### src/rtl/alu_cmd_sequencer_pkg.sv
`default_nettype none
// ============================================================================
// Module      : alu_cmd_sequencer_pkg
// Description : Shared definitions for the ALU command sequencer. Holds the
//               ALU opcode set, the status byte codes returned to the host,
//               the sequencer state encoding and an opcode validity helper.
// Revision    : 1.0 - initial release
// ============================================================================
package alu_cmd_sequencer_pkg;

    // Width of the opcode field understood by the ALU
    localparam int c_OP_W = 6;

    // ALU opcodes (the valid set)
    localparam logic [c_OP_W-1:0] c_OP_ADD = 6'h20;
    localparam logic [c_OP_W-1:0] c_OP_SUB = 6'h22;
    localparam logic [c_OP_W-1:0] c_OP_AND = 6'h24;
    localparam logic [c_OP_W-1:0] c_OP_OR  = 6'h25;
    localparam logic [c_OP_W-1:0] c_OP_XOR = 6'h26;
    localparam logic [c_OP_W-1:0] c_OP_NOR = 6'h27;
    localparam logic [c_OP_W-1:0] c_OP_SRA = 6'h03;
    localparam logic [c_OP_W-1:0] c_OP_SRL = 6'h02;

    // Status byte sent ahead of every result byte
    localparam logic [7:0] c_STAT_OK    = 8'hA5;
    localparam logic [7:0] c_STAT_BADOP = 8'hE1;

    // Sequencer states
    typedef enum logic [2:0] {
        S_IDLE      = 3'd0,
        S_GET_B     = 3'd1,
        S_GET_OP    = 3'd2,
        S_EXEC      = 3'd3,
        S_SEND_STAT = 3'd4,
        S_WAIT_STAT = 3'd5,
        S_SEND_RES  = 3'd6,
        S_WAIT_RES  = 3'd7
    } state_t;

    function automatic logic is_valid_op(input logic [c_OP_W-1:0] op);
        case (op)
            c_OP_ADD, c_OP_SUB, c_OP_AND, c_OP_OR,
            c_OP_XOR, c_OP_NOR, c_OP_SRA, c_OP_SRL: return 1'b1;
            default:                                return 1'b0;
        endcase
    endfunction

endpackage : alu_cmd_sequencer_pkg
`default_nettype wire

### src/rtl/alu_cmd_sequencer_timer.sv
`default_nettype none
// ============================================================================
// Module      : alu_cmd_sequencer_timer
// Description : Inter-byte timeout timer. Counts while enabled, returns to
//               zero on clear, flags expiry on the last allowed cycle.
// Ports       : clk        - system clock
//               rst_n      - asynchronous active-low reset
//               i_clear    - synchronous clear (highest priority)
//               i_enable   - count enable
//               o_expired  - high while enabled and count == TIMEOUT_CYCLES-1
// Revision    : 1.0 - initial release
// ============================================================================
module alu_cmd_sequencer_timer #(
    parameter int TIMEOUT_CYCLES = 2000000
) (
    input  logic clk,
    input  logic rst_n,
    input  logic i_clear,
    input  logic i_enable,
    output logic o_expired
);

    localparam int                c_CW   = (TIMEOUT_CYCLES > 2) ? $clog2(TIMEOUT_CYCLES) : 1;
    localparam logic [c_CW-1:0]   c_LAST = c_CW'(TIMEOUT_CYCLES - 1);

    logic [c_CW-1:0] r_count;

    always_ff @(posedge clk or negedge rst_n) begin
        if (!rst_n) begin
            r_count <= '0;
        end else if (i_clear) begin
            r_count <= '0;
        end else if (i_enable) begin
            r_count <= r_count + c_CW'(1);
        end
    end

    assign o_expired = i_enable && (r_count == c_LAST);

endmodule : alu_cmd_sequencer_timer
`default_nettype wire

### src/rtl/alu_cmd_sequencer.sv
`default_nettype none
// ============================================================================
// Module      : alu_cmd_sequencer
// Description : Command sequencer between a UART byte stream and a
//               combinational ALU. Collects A, B and OPCODE bytes, commits
//               them to the ALU in one edge, waits for the ALU to settle and
//               answers with a status byte followed by a result byte.
// Ports       : clk / rst_n        - clock, asynchronous active-low reset
//               i_rx_done_tick     - received byte strobe, i_rx_data valid
//               i_rx_data          - received byte
//               i_tx_done_tick     - UART finished the current TX byte
//               o_tx_start         - one-cycle load strobe for UART TX
//               o_tx_data          - byte to send, held until tx done
//               o_a / o_b          - committed ALU operands
//               o_opcode           - committed ALU opcode
//               i_alu_result       - ALU output
//               o_busy             - sequencer not idle
//               o_err_timeout      - partial command discarded (pulse)
//               o_err_opcode       - committed opcode not supported (pulse)
//               o_err_overrun      - byte dropped while executing (pulse)
// Revision    : 1.0 - initial release
// ============================================================================
module alu_cmd_sequencer
    import alu_cmd_sequencer_pkg::*;
#(
    parameter int NBIT_DATA      = 8,
    parameter int NBIT_OP        = 6,
    parameter int ALU_LAT        = 1,
    parameter int TIMEOUT_CYCLES = 2000000
) (
    input  logic                 clk,
    input  logic                 rst_n,
    input  logic                 i_rx_done_tick,
    input  logic [NBIT_DATA-1:0] i_rx_data,
    input  logic                 i_tx_done_tick,
    output logic                 o_tx_start,
    output logic [NBIT_DATA-1:0] o_tx_data,
    output logic [NBIT_DATA-1:0] o_a,
    output logic [NBIT_DATA-1:0] o_b,
    output logic [NBIT_OP-1:0]   o_opcode,
    input  logic [NBIT_DATA-1:0] i_alu_result,
    output logic                 o_busy,
    output logic                 o_err_timeout,
    output logic                 o_err_opcode,
    output logic                 o_err_overrun
);

    // EXEC spends ALU_LAT+1 cycles: operands settle through the ALU for
    // ALU_LAT cycles, the result is registered on the following edge.
    localparam int              c_EW        = $clog2(ALU_LAT + 1);
    localparam logic [c_EW-1:0] c_EXEC_LAST = c_EW'(ALU_LAT);

    state_t                 r_state;
    state_t                 w_next;
    logic [NBIT_DATA-1:0]   r_shadow_a;
    logic [NBIT_DATA-1:0]   r_shadow_b;
    logic [NBIT_DATA-1:0]   r_a;
    logic [NBIT_DATA-1:0]   r_b;
    logic [NBIT_OP-1:0]     r_opcode;
    logic [NBIT_DATA-1:0]   r_result;
    logic [NBIT_DATA-1:0]   r_status;
    logic [c_EW-1:0]        r_exec_cnt;
    logic                   r_err_timeout;
    logic                   r_err_opcode;
    logic                   r_err_overrun;

    logic                   w_load_a;
    logic                   w_load_b;
    logic                   w_commit;
    logic                   w_capture;
    logic                   w_timeout;
    logic                   w_overrun;
    logic                   w_tx_start;
    logic                   w_sel_res;
    logic                   w_tmr_en;
    logic                   w_tmr_clear;
    logic                   w_expired;
    logic                   w_op_valid;

    // ------------------------------------------------------------------
    // Inter-byte timer: runs only while a command is partially received.
    // Any received byte restarts it, so a byte on the expiry cycle wins.
    // ------------------------------------------------------------------
    assign w_tmr_en    = (r_state == S_GET_B) || (r_state == S_GET_OP);
    assign w_tmr_clear = !w_tmr_en || i_rx_done_tick || w_expired;

    alu_cmd_sequencer_timer #(
        .TIMEOUT_CYCLES (TIMEOUT_CYCLES)
    ) u_timer (
        .clk       (clk),
        .rst_n     (rst_n),
        .i_clear   (w_tmr_clear),
        .i_enable  (w_tmr_en),
        .o_expired (w_expired)
    );

    assign w_op_valid = is_valid_op(c_OP_W'(r_opcode));

    // ------------------------------------------------------------------
    // FSM state register
    // ------------------------------------------------------------------
    always_ff @(posedge clk or negedge rst_n) begin
        if (!rst_n) begin
            r_state <= S_IDLE;
        end else begin
            r_state <= w_next;
        end
    end

    // ------------------------------------------------------------------
    // FSM next state and control strobes
    // ------------------------------------------------------------------
    always_comb begin
        w_next     = r_state;
        w_load_a   = 1'b0;
        w_load_b   = 1'b0;
        w_commit   = 1'b0;
        w_capture  = 1'b0;
        w_timeout  = 1'b0;
        w_overrun  = 1'b0;
        w_tx_start = 1'b0;
        w_sel_res  = 1'b0;
        case (r_state)
            S_IDLE: begin
                if (i_rx_done_tick) begin
                    w_load_a = 1'b1;
                    w_next   = S_GET_B;
                end
            end
            S_GET_B: begin
                if (i_rx_done_tick) begin
                    w_load_b = 1'b1;
                    w_next   = S_GET_OP;
                end else if (w_expired) begin
                    w_timeout = 1'b1;
                    w_next    = S_IDLE;
                end
            end
            S_GET_OP: begin
                if (i_rx_done_tick) begin
                    w_commit = 1'b1;
                    w_next   = S_EXEC;
                end else if (w_expired) begin
                    w_timeout = 1'b1;
                    w_next    = S_IDLE;
                end
            end
            S_EXEC: begin
                w_overrun = i_rx_done_tick;
                if (r_exec_cnt == c_EXEC_LAST) begin
                    w_capture = 1'b1;
                    w_next    = S_SEND_STAT;
                end
            end
            S_SEND_STAT: begin
                w_overrun  = i_rx_done_tick;
                w_tx_start = 1'b1;
                w_next     = S_WAIT_STAT;
            end
            S_WAIT_STAT: begin
                w_overrun = i_rx_done_tick;
                if (i_tx_done_tick) begin
                    w_next = S_SEND_RES;
                end
            end
            S_SEND_RES: begin
                w_overrun  = i_rx_done_tick;
                w_tx_start = 1'b1;
                w_sel_res  = 1'b1;
                w_next     = S_WAIT_RES;
            end
            S_WAIT_RES: begin
                w_overrun = i_rx_done_tick;
                w_sel_res = 1'b1;
                if (i_tx_done_tick) begin
                    w_next = S_IDLE;
                end
            end
            default: begin
                w_next = S_IDLE;
            end
        endcase
    end

    // ------------------------------------------------------------------
    // ALU settle counter, held at zero outside EXEC
    // ------------------------------------------------------------------
    always_ff @(posedge clk or negedge rst_n) begin
        if (!rst_n) begin
            r_exec_cnt <= '0;
        end else if (r_state != S_EXEC) begin
            r_exec_cnt <= '0;
        end else if (r_exec_cnt != c_EXEC_LAST) begin
            r_exec_cnt <= r_exec_cnt + c_EW'(1);
        end
    end

    // ------------------------------------------------------------------
    // Datapath: operand shadows, atomic commit, result/status capture
    // ------------------------------------------------------------------
    always_ff @(posedge clk or negedge rst_n) begin
        if (!rst_n) begin
            r_shadow_a    <= '0;
            r_shadow_b    <= '0;
            r_a           <= '0;
            r_b           <= '0;
            r_opcode      <= '0;
            r_result      <= '0;
            r_status      <= '0;
            r_err_timeout <= 1'b0;
            r_err_opcode  <= 1'b0;
            r_err_overrun <= 1'b0;
        end else begin
            if (w_load_a) begin
                r_shadow_a <= i_rx_data;
            end
            if (w_load_b) begin
                r_shadow_b <= i_rx_data;
            end
            // A, B and OPCODE change on the same edge so the ALU never
            // sees a mix of old and new operands.
            if (w_commit) begin
                r_a      <= r_shadow_a;
                r_b      <= r_shadow_b;
                r_opcode <= i_rx_data[NBIT_OP-1:0];
            end
            if (w_capture) begin
                if (w_op_valid) begin
                    r_result <= i_alu_result;
                    r_status <= NBIT_DATA'(c_STAT_OK);
                end else begin
                    r_result <= '0;
                    r_status <= NBIT_DATA'(c_STAT_BADOP);
                end
            end
            r_err_timeout <= w_timeout;
            r_err_opcode  <= w_capture && !w_op_valid;
            r_err_overrun <= w_overrun;
        end
    end

    assign o_tx_start    = w_tx_start;
    assign o_tx_data     = w_sel_res ? r_result : r_status;
    assign o_a           = r_a;
    assign o_b           = r_b;
    assign o_opcode      = r_opcode;
    assign o_busy        = (r_state != S_IDLE);
    assign o_err_timeout = r_err_timeout;
    assign o_err_opcode  = r_err_opcode;
    assign o_err_overrun = r_err_overrun;

endmodule : alu_cmd_sequencer
`default_nettype wire

### config.mk
export PLATFORM = sky130hd
export DESIGN_NAME = alu_cmd_sequencer
export DESIGN_NICKNAME = d
export VERILOG_FILES = /design/src/rtl/alu_cmd_sequencer_pkg.sv /design/src/rtl/alu_cmd_sequencer_timer.sv /design/src/rtl/alu_cmd_sequencer.sv
export SDC_FILE = /design/constraint.sdc
export NUM_CORES = 1
export LEC_CHECK = 0
export CAP_MARGIN = 20
export CORE_MARGIN = 2
export CORE_UTILIZATION = 36
export DETAILED_ROUTE_END_ITERATION = 16
export HOLD_SLACK_MARGIN = 0.06
export PLACE_DENSITY = 0.54
export SYNTH_ARGS = -nofsm -noshare
export SYNTH_HDL_FRONTEND = slang
export SYNTH_HIERARCHICAL = 1
export SYNTH_SLANG_ARGS = --single-unit
### constraint.sdc
create_clock -name clk -period 9.1 [get_ports clk]
set_clock_uncertainty 0.05 [all_clocks]
set_input_delay 1.82 -clock clk [delete_from_list [all_inputs] [get_ports clk]]
set_output_delay 1.82 -clock clk [all_outputs]
set_load 0.02 [all_outputs]
==> impl_metrics.yaml <==
clocking:
  root_buffer: "clkbuf_8"
  path_clk_slew_ns: 0.08
  insertion_delay_ns: 0.35
  hold_buffers: 0
  htreeDepth: 3
  cts_tree: "done"
  clock_sinks: 77
  cts_setup_buffers: 0
  clock_path_buffers: 2
  cts-buffers-inserted: 9
  post_cts_resize_count: 0
floorplanning:
  fp-row-count: 36
  initial_core_util: 0.3678
  chipWidth_um: 103.7
  io_pins: 55
  core-area_um2: 9729
  floorplan.die_area_um2: 10750
  dieHeight_um: 103.7
setup_path:
  cp.arrival_ns: 4.73
  startpoint: "r_state[1]$_DFFE_PN0P_"
  r2r-start: "r_state[1]$_DFFE_PN0P_"
  endpoint_kind: "flip-flop"
  r2r-end: "u_timer/r_count[20]$_DFFE_PN0P_"
  reg2reg_setup_slack_ns: 4.58
  required_ns: 9.31
  worstRegToRegCells: 9
  start_kind: "flip-flop"
  crit_type: "flip-flop to flip-flop"
  crit_fanout: 24
yosys:
  avgSynthCellArea_um2: 11.85
  ys_ff_latch: 77
  synth_most_common_cell: "dfrtp_1"
  synth_edf_count: 0
  netlist_top_cells_count: "dfrtp_1, nand2_1, mux2_2"
  synth_ff_type: "dfrtp_1"
  yosys.area.top_type: "dfrtp_1"
  synth_cells: 302
  netlist_area_um2: 3578
  ys_warn_count: 6
  yosysSeqAreaShare: 0.5385
  syn_nets: 323
  yosys.cell_types.count: 49
  synth_top_area_share: 0.5385
  async_flop_share: 1.000
  yosys-top-cells-area: "dfrtp_1, mux2_4, mux2_2"
route:
  routedWlPerCell_um: 15.02
  vias_per_cell: 4.945
  vias: 2423
  drtAntennaViolNets: 0
  dr.pass1.iters: 6
  drt_iter0_markers: 113
  drc: 0
  routed_wl_um: 7358
sta:
  relSlewSlack: 0.4128
  fin_tns_setup_ns: 0
  hold_ws_ns: 0.4318
  fmax_ghz: 0.2212
  period_needed_ns: 4.521
  hold_viol: 0
  tightest_slew_ns: 0.8809
  slew_viol_final: 0
  post-route-period-util: 0.4968
  grt_setup_unrepaired: "no"
  setup_viol: 0
final_layout:
  area_growth_pct: 24.37
  antenna-diode-count: 0
  multi_input_area_um2: 1548
  fin_area_um2: 4451
  fin_util: 0.4574
  final_nets: 373
  ff_latch_area_um2: 1927
  drive_gt1_frac: 0.1933
  fill_cells: 951
placement:
  hpwlAfterDp_um: 4762
  routabilityCongestion: 0.7450
  io_buffers: 54
  dpl_cell_area_um2: 4194
global_routing:
  grt_start_max_net_pins: 78
  grt_antenna_before_repair: 0
  gr-total-overflow: 0
  grt_pass1_wl_um: 12320
  track_usage: 0.1434
  grt_pass1_vias: 2447
hold_path:
  hp-class: "flip-flop to flip-flop"
  holdPathEnd: "r_status[5]$_DFFE_PN0P_"
  hold_start: "r_status[5]$_DFFE_PN0P_"
  hold_path_depth: 1
run:
  max_cap_violations: 0
outcome:
  outcome: "finished, final reports clean"
pwr:
  leakagePower_uw: 0.001823
  max-vdd-ir-drop_mv: 0.1694
  power_per_cell_area_nw_per_um2: 316.2
cells in the final DEF, fill, tap and decap left out, types with 2 or more instances in the layout:
cell type / count
a21oi_1: 9
xnor2_1: 7
mux2i_1: 2
and3_1: 4
nor4_1: 3
mux2_4: 20
and3b_1: 2
clkdlybuf4s50_1: 53
nor2_1: 21
o21ai_0: 15
xor2_1: 6
nand2_1: 25
mux2_2: 22
nor4b_1: 2
buf_4: 2
nor2b_1: 3
nand4_1: 6
bufinv_16: 2
inv_6: 2
inv_1: 2
dfrtp_1: 77
and4_1: 6
or3_1: 6
clkbuf_8: 9
nand3_1: 20
or4_1: 2
nand2b_1: 2
flip-flops by register name (all words and copies together) (netlist names):
register and cells:
r_exec_cnt 1, o_err_opcode 1, o_err_timeout 1, r_state 3
r_status 3, u_timer/r_count 21, r_shadow_b 8, o_err_overrun 1
r_shadow_a 8, r_result 8, o_opcode 6, o_b 8
o_a 8
worst max-delay path, cell delays in order, from the launching register on:
cell and delay [ns]:
dfrtp_1 0.83, xnor2_1 0.22, nor2_1 0.50, nand4_1 0.22, nor4_1 0.58, or4_1 0.77
o211ai_2 0.20, or4_4 0.55, or3_1 0.36, a21oi_1 0.15
how the worst max path moves through the flow:
stage / end / slack, ns / cells after the start
floorplan: u_timer/r_count[20]$_DFFE_PN0P_ / 5.88 / 5
global placement: u_timer/r_count[18]$_DFFE_PN0P_ / 4.57 / 6
detailed placement: u_timer/r_count[20]$_DFFE_PN0P_ / 4.51 / 6
CTS: u_timer/r_count[20]$_DFFE_PN0P_ / 4.62 / 9
global route: u_timer/r_count[20]$_DFFE_PN0P_ / 4.20 / 9
finish: u_timer/r_count[20]$_DFFE_PN0P_ / 4.58 / 9
logic make-up (layout without fill, tap and decap cells):
family,after synthesis,in the layout,share of synthesized area
adders and majority gates,1,1,0.003496
and+or+nand+nor,114,114,0.1815
AOI/OAI and AO/OA,34,34,0.05700
muxes,44,44,0.1587
buffers and inverters,19,74,0.02902
xor gates and xnor gates,13,13,0.03182
DFF,77,77,0.5385
power breakdown:
group / switching [uW] / total [uW] / internal (uW)
logic: 257 / 550 / 293
registers: 105 / 563 / 458
clock network: 136 / 294 / 159
total: 498 / 1410 / 909
routing by layer:
layer  GRT usage  wire length, um  up-vias
li1            -                -     1176
met3     0.03902              317        8
met2      0.2124             3384       52
met1      0.2008             3571     1187
met4     0.05502               85        0
met5           0                0        -
layout make-up:
cell class                      instances  share of cell area
Sequential cell                        77              0.4329
Multi-Input combinational cell        206              0.3478
Timing Repair Buffer                   56              0.1288
Tap cell                              133             0.03739
Clock buffer                            9             0.02783
Clock inverter                          7             0.02362
Inverter                                2            0.001687
through the flow:
stage / setup slack [ns] / power [uW] / std cells
final: 4.579 / 1407 / 490
after global placement: 4.571 / 1115 / 473
after detailed placement: 4.513 / 1122 / 473
after CTS: 4.624 / 1424 / 489
after global routing: 4.202 / 1498 / 490
after floorplan: 5.876 / 911.3 / 302
Note: power is estimated with default switching activity, not from simulation.
